===== src/rtl/boot_loader_pkg.sv =====
// Shared types and defaults for the rv32i boot loader.
// The optional checksum trailer is selected with BOOT_CHECKSUM_EN.
package boot_loader_pkg;

   localparam int DATA_WIDTH   = 32;
   localparam int I_BRAM_DEPTH = 1024;
   localparam int D_BRAM_DEPTH = I_BRAM_DEPTH;

   typedef enum logic [2:0] {
      BOOT_HDR    = 3'd0,
      BOOT_LOAD_D = 3'd1,
      BOOT_LOAD_I = 3'd2,
      BOOT_CHECK  = 3'd3,
      BOOT_RUN    = 3'd4,
      BOOT_ERR    = 3'd5
   } boot_state_e;

   // States in which the loader consumes stream words.
   function automatic logic boot_accepts(input boot_state_e st);
      return (st == BOOT_HDR) || (st == BOOT_LOAD_D) ||
             (st == BOOT_LOAD_I) || (st == BOOT_CHECK);
   endfunction

endpackage


===== src/rtl/boot_xor_acc.sv =====
// Running XOR of accepted stream words; instantiated by boot_loader only when
// BOOT_CHECKSUM_EN is defined.
module boot_xor_acc #(
   parameter int W = 32
) (
   input  logic         clk_i,
   input  logic         clr_i,
   input  logic         en_i,
   input  logic [W-1:0] din_i,
   output logic [W-1:0] acc_o
);

   logic [W-1:0] acc_q;
   logic [W-1:0] acc_d;

   always_comb begin
      acc_d = acc_q;
      if (en_i) begin
         acc_d = acc_q ^ din_i;
      end
   end

   always_ff @(posedge clk_i) begin
      if (clr_i) begin
         acc_q <= '0;
      end else begin
         acc_q <= acc_d;
      end
   end

   assign acc_o = acc_q;

endmodule


===== src/rtl/boot_loader.sv =====
// Boot-time load sequencer: streams the data and program images into the BRAMs,
// then releases the CPU. BOOT_CHECKSUM_EN adds an XOR checksum trailer word.
module boot_loader
   import boot_loader_pkg::*;
#(
   parameter int ADDR_WIDTH    = 12,
   parameter int I_DEPTH_WORDS = I_BRAM_DEPTH,
   parameter int D_DEPTH_WORDS = D_BRAM_DEPTH
) (
   input  logic                  clk,
   input  logic                  rst,
   input  logic                  s_valid,
   input  logic [DATA_WIDTH-1:0] s_data,
   output logic                  s_ready,
   output logic [ADDR_WIDTH-1:0] i_w_addr,
   output logic [DATA_WIDTH-1:0] i_w_dat,
   output logic                  i_w_enb,
   output logic [3:0]            i_w_byte_enb,
   output logic [ADDR_WIDTH-1:0] d_w_addr,
   output logic [DATA_WIDTH-1:0] d_w_dat,
   output logic                  d_w_enb,
   output logic [3:0]            d_w_byte_enb,
   output logic                  d_bram_init_done,
   output logic                  pc_stall,
   output logic                  rd_enbl,
   output logic                  i_r_enb,
   output logic                  boot_done,
   output logic                  boot_error
);

   localparam int CW = ADDR_WIDTH - 2;

`ifdef BOOT_CHECKSUM_EN
   localparam boot_state_e PAYLOAD_END = BOOT_CHECK;
`else
   localparam boot_state_e PAYLOAD_END = BOOT_RUN;
`endif

   boot_state_e           state_q, state_d;
   logic [15:0]           nd_q, nd_d;
   logic [15:0]           ni_q, ni_d;
   logic [CW-1:0]         dcnt_q, dcnt_d;
   logic [CW-1:0]         icnt_q, icnt_d;
   logic                  s_ready_q;
   logic [ADDR_WIDTH-1:0] i_w_addr_q, d_w_addr_q;
   logic [DATA_WIDTH-1:0] i_w_dat_q, d_w_dat_q;
   logic                  i_w_enb_q, d_w_enb_q;
   logic [3:0]            i_w_be_q, d_w_be_q;
   logic                  init_done_q;
   logic                  run_q, run_d;
   logic                  pc_stall_q;
   logic                  err_q;
   logic                  accept;
   logic                  d_wr, i_wr;
   logic                  hdr_bad, last_d, last_i;
   logic [DATA_WIDTH-1:0] acc;

   assign accept  = s_valid & s_ready_q;
   assign hdr_bad = ({16'd0, s_data[31:16]} > D_DEPTH_WORDS) ||
                    ({16'd0, s_data[15:0]}  > I_DEPTH_WORDS);
   assign last_d  = (32'(dcnt_q) + 32'd1) == {16'd0, nd_q};
   assign last_i  = (32'(icnt_q) + 32'd1) == {16'd0, ni_q};

`ifdef BOOT_CHECKSUM_EN
   logic acc_en;
   assign acc_en = accept && (state_q inside {BOOT_HDR, BOOT_LOAD_D, BOOT_LOAD_I});

   boot_xor_acc #(.W(DATA_WIDTH)) u_xor_acc (
      .clk_i (clk),
      .clr_i (rst),
      .en_i  (acc_en),
      .din_i (s_data),
      .acc_o (acc)
   );
`else
   assign acc = '0;
`endif

   always_comb begin
      state_d = state_q;
      nd_d    = nd_q;
      ni_d    = ni_q;
      dcnt_d  = dcnt_q;
      icnt_d  = icnt_q;
      d_wr    = 1'b0;
      i_wr    = 1'b0;
      case (state_q)
         BOOT_HDR: begin
            if (accept) begin
               nd_d   = s_data[31:16];
               ni_d   = s_data[15:0];
               dcnt_d = '0;
               icnt_d = '0;
               if (hdr_bad) begin
                  state_d = BOOT_ERR;
               end else if (s_data[31:16] != 16'd0) begin
                  state_d = BOOT_LOAD_D;
               end else if (s_data[15:0] != 16'd0) begin
                  state_d = BOOT_LOAD_I;
               end else begin
                  state_d = PAYLOAD_END;
               end
            end
         end
         BOOT_LOAD_D: begin
            if (accept) begin
               d_wr   = 1'b1;
               dcnt_d = dcnt_q + CW'(1);
               if (last_d) begin
                  state_d = (ni_q != 16'd0) ? BOOT_LOAD_I : PAYLOAD_END;
               end
            end
         end
         BOOT_LOAD_I: begin
            if (accept) begin
               i_wr   = 1'b1;
               icnt_d = icnt_q + CW'(1);
               if (last_i) begin
                  state_d = PAYLOAD_END;
               end
            end
         end
         BOOT_CHECK: begin
            if (accept) begin
               state_d = (s_data == acc) ? BOOT_RUN : BOOT_ERR;
            end
         end
         default: begin
         end
      endcase
   end

   // With the checksum, release follows the trailer accept directly; otherwise
   // it lands one cycle after the final write strobe.
   always_comb begin
`ifdef BOOT_CHECKSUM_EN
      run_d = (state_d == BOOT_RUN);
`else
      run_d = (state_q == BOOT_RUN);
`endif
   end

   always_ff @(posedge clk) begin
      if (rst) begin
         state_q     <= BOOT_HDR;
         nd_q        <= '0;
         ni_q        <= '0;
         dcnt_q      <= '0;
         icnt_q      <= '0;
         s_ready_q   <= 1'b0;
         d_w_addr_q  <= '0;
         d_w_dat_q   <= '0;
         d_w_enb_q   <= 1'b0;
         d_w_be_q    <= 4'h0;
         i_w_addr_q  <= '0;
         i_w_dat_q   <= '0;
         i_w_enb_q   <= 1'b0;
         i_w_be_q    <= 4'h0;
         init_done_q <= 1'b0;
         run_q       <= 1'b0;
         pc_stall_q  <= 1'b1;
         err_q       <= 1'b0;
      end else begin
         state_q   <= state_d;
         nd_q      <= nd_d;
         ni_q      <= ni_d;
         dcnt_q    <= dcnt_d;
         icnt_q    <= icnt_d;
         s_ready_q <= boot_accepts(state_d);
         d_w_enb_q <= d_wr;
         d_w_be_q  <= d_wr ? 4'hF : 4'h0;
         i_w_enb_q <= i_wr;
         i_w_be_q  <= i_wr ? 4'hF : 4'h0;
         if (d_wr) begin
            d_w_addr_q <= {dcnt_q, 2'b00};
            d_w_dat_q  <= s_data;
         end
         if (i_wr) begin
            i_w_addr_q <= {icnt_q, 2'b00};
            i_w_dat_q  <= s_data;
         end
         // Once the data image is in, only a checksum failure keeps it flagged in ERR.
         init_done_q <= (state_q inside {BOOT_LOAD_I, BOOT_CHECK, BOOT_RUN}) ||
                        ((state_q == BOOT_ERR) && init_done_q);
         run_q       <= run_d;
         pc_stall_q  <= ~run_d;
         err_q       <= (state_d == BOOT_ERR);
      end
   end

   assign s_ready          = s_ready_q;
   assign i_w_addr         = i_w_addr_q;
   assign i_w_dat          = i_w_dat_q;
   assign i_w_enb          = i_w_enb_q;
   assign i_w_byte_enb     = i_w_be_q;
   assign d_w_addr         = d_w_addr_q;
   assign d_w_dat          = d_w_dat_q;
   assign d_w_enb          = d_w_enb_q;
   assign d_w_byte_enb     = d_w_be_q;
   assign d_bram_init_done = init_done_q;
   assign pc_stall         = pc_stall_q;
   assign rd_enbl          = run_q;
   assign i_r_enb          = run_q;
   assign boot_done        = run_q;
   assign boot_error       = err_q;

endmodule


===== config.mk =====
export PLATFORM = sky130hd
export DESIGN_NAME = boot_loader
export DESIGN_NICKNAME = d
export VERILOG_FILES = /design/src/rtl/boot_loader_pkg.sv /design/src/rtl/boot_xor_acc.sv /design/src/rtl/boot_loader.sv
export SDC_FILE = /design/constraint.sdc
export NUM_CORES = 1
export LEC_CHECK = 0
export BUFFER_PORTS_ARGS = -buffer_cell sky130_fd_sc_hd__buf_2
export CAP_MARGIN = 20
export CORE_MARGIN = 10
export CORE_UTILIZATION = 54
export DETAILED_ROUTE_END_ITERATION = 8
export PLACE_DENSITY_LB_ADDON = 0.12
export SYNTH_ARGS = -nofsm -noshare
export SYNTH_HDL_FRONTEND = slang
export SYNTH_SLANG_ARGS = --single-unit
export TNS_END_PERCENT = 30

===== constraint.sdc =====
create_clock -name clk -period 2.8 [get_ports clk]
set_input_delay 0.56 -clock clk [delete_from_list [all_inputs] [get_ports clk]]
set_output_delay 0.56 -clock clk [all_outputs]
set_load 0.01 [all_outputs]

==> results.yml, run 1 <==
routing:
  finalWirelength_um: 17300
  initialDrtViolationCount: 507
  ant_nets: 0
  drt_first_pass_iters: 5
  viasPerCell: 5.57
  via_count: 5938
  drc: 0
  wl_per_cell_um: 16.2
die:
  rows: 39
  coreArea_mm2: 0.0114
  dieArea_mm2: 0.0163
  start_util_pct: 55.0
  die_h_um: 128
  fp.dieW_um: 128
  io_pins: 140
sta:
  fin_crit_ns: 2.63
  finalHoldViolations: 0
  setup_ws_ns: 0.165
  clock_skew_ns: 0.00700
  finalCritPeriodShare_pct: 94.1
  max_slew_margin_pct: 55.9
  setup_viol: 0
  finalMaxSlewViolations: 0
  fmax_mhz: 380
  worst_pin_slew_ns: 0.661
pwr:
  powerDensity_mw_per_mm2: 633
  p_switching_uw: 1080
  power_frac_seq_pct: 45.1
  p_clk_share_pct: 48.2
  ir_drop_mv: 0.495
  p_comb_share_pct: 6.6
  intPower_uw: 3690
  sw_frac_of_total_pct: 22.7
  leakage_uw: 0.00305
global_routing:
  grt_overflow: 0
  antenna_found_initial: 0
  grtUsageTotal_pct: 20.8
  grt_pass1_wl_um: 28300
  grt_pass1_vias: 5678
  grt_max_degree: 64
yosys:
  ys_ff_latch: 146
  async_flop_share_pct: 0
  syn_area_mm2: 0.00625
  synthDistinctLibCells: 60
  ys.warnings.count: 0
  ys_top_cells_by_area: "dfxtp_1 (47%), nand2_1 (15%), a21oi_1 (11%), clkbuf_1 (3.0%), nor2_1 (1.9%)"
  netlist_instances: 810
  yosys_most_used_dff: "dfxtp_1"
  yosysSeqAreaShare_pct: 46.7
  syn-mean-instance-area_um2: 7.72
  synth_top_area_share_pct: 46.7
  post-synth-top-count-cell: "nand2_1"
  synth_common_cells: "nand2_1 (251), dfxtp_1 (146), a21oi_1 (137)"
  synth.largest_area_cell: "dfxtp_1"
  synth_edf_count: 0
worst_setup_path:
  timing.critical_path.buf_inv: 1
  end_kind: "flop"
  rrSetupSlack_ns: 0.17
  critical-path-top-delay-family: "simple AND/OR/NAND/NOR gates"
  cp_slowest_cell: "or4b_1"
  critical_path.max_fanout: 5
  worstReg2RegStart: "dcnt_q[1]"
  arrival_ns: 2.91
  cp-start-kind: "flop"
  reg2regPathDepth: 7
  crit_required_ns: 3.08
  critPathLaunch: "dcnt_q[1]"
  cp_cell_sequence: "ha_1 -> nand4_1 -> buf_4 -> o41ai_1 -> or4b_1 -> a31oi_2 -> nor4b_4"
  endpoint: "boot_error"
  cp_num_cells: 7
  critical_path_class: "reg -> reg"
  reg2reg_to: "boot_error"
  cpPeakStageDelay_ns: 0.52
place:
  dpl_cell_area_mm2: 0.00693
  port_buffers: 135
  hpwl_um: 12400
  gp_congestion: 0.873
  dp_slack_ns: 0.194
cells_and_area:
  nNetsFinal: 948
  syn2layout_area_growth_pct: 20.7
  fill_cells: 1004
  diodes: 0
  final_cell_area_mm2: 0.00755
  layout-drive-gt1-share_pct: 21.1
clock_network:
  htreeDepth: 4
  cts_buffers: 17
  cts_resized: 0
  path_clk_slew_ns: 0.06
  ctsHoldBuffers: 0
  clock_sinks: 146
  cts_tree: "yes"
  cts_root_buf: "clkbuf_16"
  cts_buffer_depth: 2
  worst_skew_pair.late_latency_ns: 0.42
  post_cts_buffers: 0
flow_run:
  max_cap_violations: 0
hold_path:
  hp-class: "in -> reg"
status:
  status: "finished clean"
[power groups by stage]
stage               registers [uW]  clock network, uW  logic (uW)
floorplan                     2190                  0         203
global placement              2200                  0         305
detailed placement            2200                  0         312
CTS                           2150               2340         314
global route                  2160               2420         352
finish                        2160               2310         317
[logic make-up after synthesis]
logic type / after synthesis / share of synthesized area [%]
other cells: 1 / 0.0600
xor+xnor: 24 / 3.36
mux: 1 / 0.180
fa+ha+maj: 2 / 0.400
buf+inv: 79 / 5.84
compound gates: 191 / 16.8
flops: 146 / 46.7
simple gates: 366 / 26.6
[per-stage QoR]
stage	utilization [%]	TNS, ns	total power [uW]	cells	hold WS [ns]
3_5_place_dp	61.0	0	2510	1035	0.442
4_1_cts	66.3	0	4810	1066	0.392
2_1_floorplan	-	0	2390	813	0.431
3_3_place_gp	61.0	0	2500	1035	0.439
5_1_grt	66.4	-0.0000173	4930	1066	0.412
6_report	66.4	0	4780	1066	0.408
[cell type report]
type | instances | area, um^2 | area share, %
inverter | 7 | 26.3 | 0.348
multi-input combinational | 588 | 3000 | 39.8
clock buffer | 22 | 474 | 6.28
clock inverter | 9 | 130 | 1.72
timing repair buffer | 151 | 811 | 10.7
sequential | 146 | 2920 | 38.7
tap | 143 | 179 | 2.37
[worst min-delay path: stages]
cell     delay, ns
buf_2         0.12
nand2_1       0.05
a21oi_1       0.05
[layout by cell type, fill, tap and decap left out, types with 6 or more instances in the layout]
cell,n
nand2_1,251
dfxtp_1,146
a21oi_1,137
buf_2,134
nor2_1,30
o21ai_0,23
clkbuf_16,17
buf_4,16
xnor2_1,13
xor2_1,11
nor4_1,11
nand3_1,10
nand3b_1,8
inv_1,7
a31oi_1,6
or4_1,6
and3_1,6
[sequential cells by signal (all words and copies together) (netlist names)]
signal / count
dcnt_q: 10
d_w_addr: 10
boot_done: 1
s_ready: 1
i_w_addr: 10
i_w_dat: 32
d_w_byte_enb: 1
state_q: 3
ni_q: 16
d_w_dat: 32
d_bram_init_done: 1
pc_stall: 1
i_w_byte_enb: 1
icnt_q: 10
boot_error: 1
nd_q: 16
[worst min path at each step]
stage                 from     endpoint  cells past startpoint
6_report        s_data[16]  i_w_dat[16]                      3
4_1_cts         s_data[22]  d_w_dat[22]                      3
5_1_grt         s_data[19]  d_w_dat[19]                      3
2_1_floorplan     nd_q[13]     nd_q[13]                      2
3_3_place_gp   i_w_addr[2]  i_w_addr[2]                      2
3_5_place_dp      nd_q[13]     nd_q[13]                      2
[per-layer routing]
layer	vias to the layer above	part of all wire (%)	global-route usage, %
met5	-	0	0
met4	0	1.2	7.09
met3	21	9.0	7.61
met2	209	44	31.1
met1	2787	45	27.3
li1	2921	-	-
Note: power is estimated with default switching activity, not from simulation.
==> run 2, diff against run 1 <==
--- a/config.mk
+++ b/config.mk
@@ -5,10 +5,13 @@
 export SDC_FILE = /design/constraint.sdc
 export NUM_CORES = 1
 export LEC_CHECK = 0
+export ABC_AREA = 1
 export BUFFER_PORTS_ARGS = -buffer_cell sky130_fd_sc_hd__buf_2
 export CAP_MARGIN = 20
+export CELL_PAD_IN_SITES_DETAIL_PLACEMENT = 1
+export CELL_PAD_IN_SITES_GLOBAL_PLACEMENT = 2
 export CORE_MARGIN = 10
-export CORE_UTILIZATION = 54
+export CORE_UTILIZATION = 30
 export DETAILED_ROUTE_END_ITERATION = 8
 export PLACE_DENSITY_LB_ADDON = 0.12
 export SYNTH_ARGS = -nofsm -noshare
==> run 2 against run 1 <==
Sequential cell count unchanged. First-iteration DRC count down 48%. Final area up 4.7%. Setup slack better by 0.42 ns. Cell count up 22%. Clock skew up 0.012 ns. Sequential share of layout area down 1.7 points. Non-clock buffer count up 1. Largest power group unchanged.
==> results.yml, run 2 <==
yosys:
  yosysSeqAreaShare_pct: 45.8
  synth_edf_count: 0
  async_flop_share_pct: 0
  syn_area_mm2: 0.00638
  post-synth-top-count-cell: "dfxtp_1"
  ys_top_cells_by_area: "dfxtp_1 (46%), o21ai_0 (8.9%), nand2_1 (8.2%), nor2_1 (7.7%), a21oi_1 (7.1%)"
  syn-mean-instance-area_um2: 7.12
  synth_top_area_share_pct: 45.8
  ys.warnings.count: 0
  synth_common_cells: "dfxtp_1 (146), nand2_1 (139), nor2_1 (131)"
  synthDistinctLibCells: 35
  ys_ff_latch: 146
  netlist_instances: 897
  synth.largest_area_cell: "dfxtp_1"
  yosys_most_used_dff: "dfxtp_1"
sta:
  finalHoldViolations: 0
  rsz0062_at_grt: "false"
  worst_pin_slew_ns: 0.584
  finalCritPeriodShare_pct: 79.2
  fmax_mhz: 451
  setup_viol: 0
  max_slew_margin_pct: 61.0
  clock_skew_ns: 0.0194
  finalMaxSlewViolations: 0
  fin_crit_ns: 2.22
  tns_ns: 0
worst_setup_path:
  crit_required_ns: 3.15
  worstReg2RegStart: "dcnt_q[0]"
  cp_cell_sequence: "ha_1 -> nand2_1 -> nor2_2 -> nand4_1 -> nand2_1 -> nand2_1 -> nand2_1 -> nand2_1 -> nor2_2 -> nand3_1 -> nand2_1 -> inv_2 -> nand2_2 -> nand3_2 -> nor2_1"
  rrSetupSlack_ns: 0.58
  critPathMostFrequentCell: "nand2_1"
  critical_path.max_fanout: 7
  cpPeakStageDelay_ns: 0.48
  end_kind: "flop"
  arrival_ns: 2.57
  critical_path_class: "reg -> reg"
  cp-start-kind: "flop"
  reg2regPathDepth: 15
  cp_slowest_cell: "dfxtp_1"
  reg2reg_to: "boot_error"
die:
  io_pins: 140
  coreArea_mm2: 0.0210
  start_util_pct: 30.5
  fp.dieW_um: 166
  dieArea_mm2: 0.0275
  die_h_um: 166
  rows: 53
clock_network:
  path_clk_slew_ns: 0.07
  cts_buffers: 17
  cts_root_buf: "clkbuf_16"
  htreeDepth: 4
  worst_skew_pair.late_latency_ns: 0.43
  cts_buffer_depth: 2
  cts_resized: 0
  clock_sinks: 146
  cts_tree: "yes"
  post_cts_buffers: 0
  ctsHoldBuffers: 0
cells_and_area:
  most-common-layout-cells: "dfxtp_1 (146), nand2_1 (139), buf_2 (135)"
  syn2layout_area_growth_pct: 23.8
  layout-drive-gt1-share_pct: 20.9
  nNetsFinal: 1051
  fin_util_pct: 37.7
  final_common_cell: "dfxtp_1"
  diodes: 0
global_routing:
  antenna_found_initial: 0
  grtUsageTotal_pct: 16.0
  grt_overflow: 0
  grt_max_degree: 43
  grt_pass1_wl_um: 35900
  grt_pass1_vias: 6316
hold_path:
  hold_depth: 3
  min_from: "s_data[8]"
  whs_endpoint: "i_w_dat[8]"
  hp-class: "in -> reg"
routing:
  wl_per_cell_um: 17.1
  drc: 0
  initialDrtViolationCount: 266
  viasPerCell: 4.71
  finalWirelength_um: 22300
  ant_nets: 0
  via_count: 6133
  drt_first_pass_iters: 4
place:
  gp_congestion: 0.784
  port_buffers: 135
  hpwl_um: 16600
pwr:
  powerDensity_mw_per_mm2: 647
  ir_drop_mv: 0.339
  leakage_uw: 0.00372
status:
  status: "finished clean"
flow_run:
  max_cap_violations: 0
run 2: cell types whose count changed after synthesis, moves of 46 or more:
| cell | delta |
|---|---|
| a21oi_1 | -46 |
| inv_1 | +75 |
| nand2_1 | -112 |
| nand3_1 | +59 |
| nor2_1 | +99 |
| o21ai_0 | +90 |
run 2: logic make-up after synthesis:
family	synth area share (%)
AND/OR/NAND/NOR	26.3
AO/OA/AOI/OAI	18.0
flip-flops	45.8
buffers and inverters	9.48
adder cells (fa/ha/maj)	0.392
other	0.0587
run 2: report_power, final:
part	switching (uW)	internal [uW]
Clock	1050	1360
Sequential	46.2	2160
Combinational	344	160
Total	1440	3680
run 2: worst max-delay path by stage:
stage,startpoint,end,depth (start not counted)
after floorplan,dcnt_q[0],boot_error,15
final,dcnt_q[0],boot_error,15
after CTS,dcnt_q[0],boot_error,15
after detailed placement,s_data[31],boot_error,13
after global placement,s_valid,nd_q[1],8
after global routing,dcnt_q[0],state_q[1],13
run 2: per-layer routing:
| layer | share of wire (%) | global-route usage, % | vias up |
|---|---|---|---|
| met3 | 6.5 | 5.32 | 16 |
| met2 | 42 | 23.6 | 124 |
| met4 | 1.0 | 4.58 | 0 |
| met5 | 0 | 0 | - |
| met1 | 50 | 21.5 | 2831 |
| li1 | - | - | 3162 |
run 2: cell type report:
type                            count  area [um^2]
Fill cell                        2696        13100
Sequential cell                   146         2920
Multi-Input combinational cell    609         2890
Timing Repair Buffer              152          803
Clock buffer                       17          425
Tap cell                          275          344
Inverter                           88          330
Clock inverter                     15          193
run 2: worst max-delay path: cells and delay by family, from the launching register on:
family	cells	cell delay (ns)
fa+ha+maj	1	0.31
flops	1	0.48
simple gates	13	1.33
buf+inv	1	0.04
run 2: through the flow:
step                cell area [um^2]  setup slack (ns)  instances  hold slack (ns)  total power [uW]
floorplan                       6400             0.965        900            0.429              2550
global placement                7290             0.624       1270            0.438              2760
detailed placement              7290             0.564       1270            0.447              2760
CTS                             7900             0.587       1302            0.405              5200
global route                    7900             0.253       1302            0.421              5370
finish                          7900             0.582       1302            0.415              5120
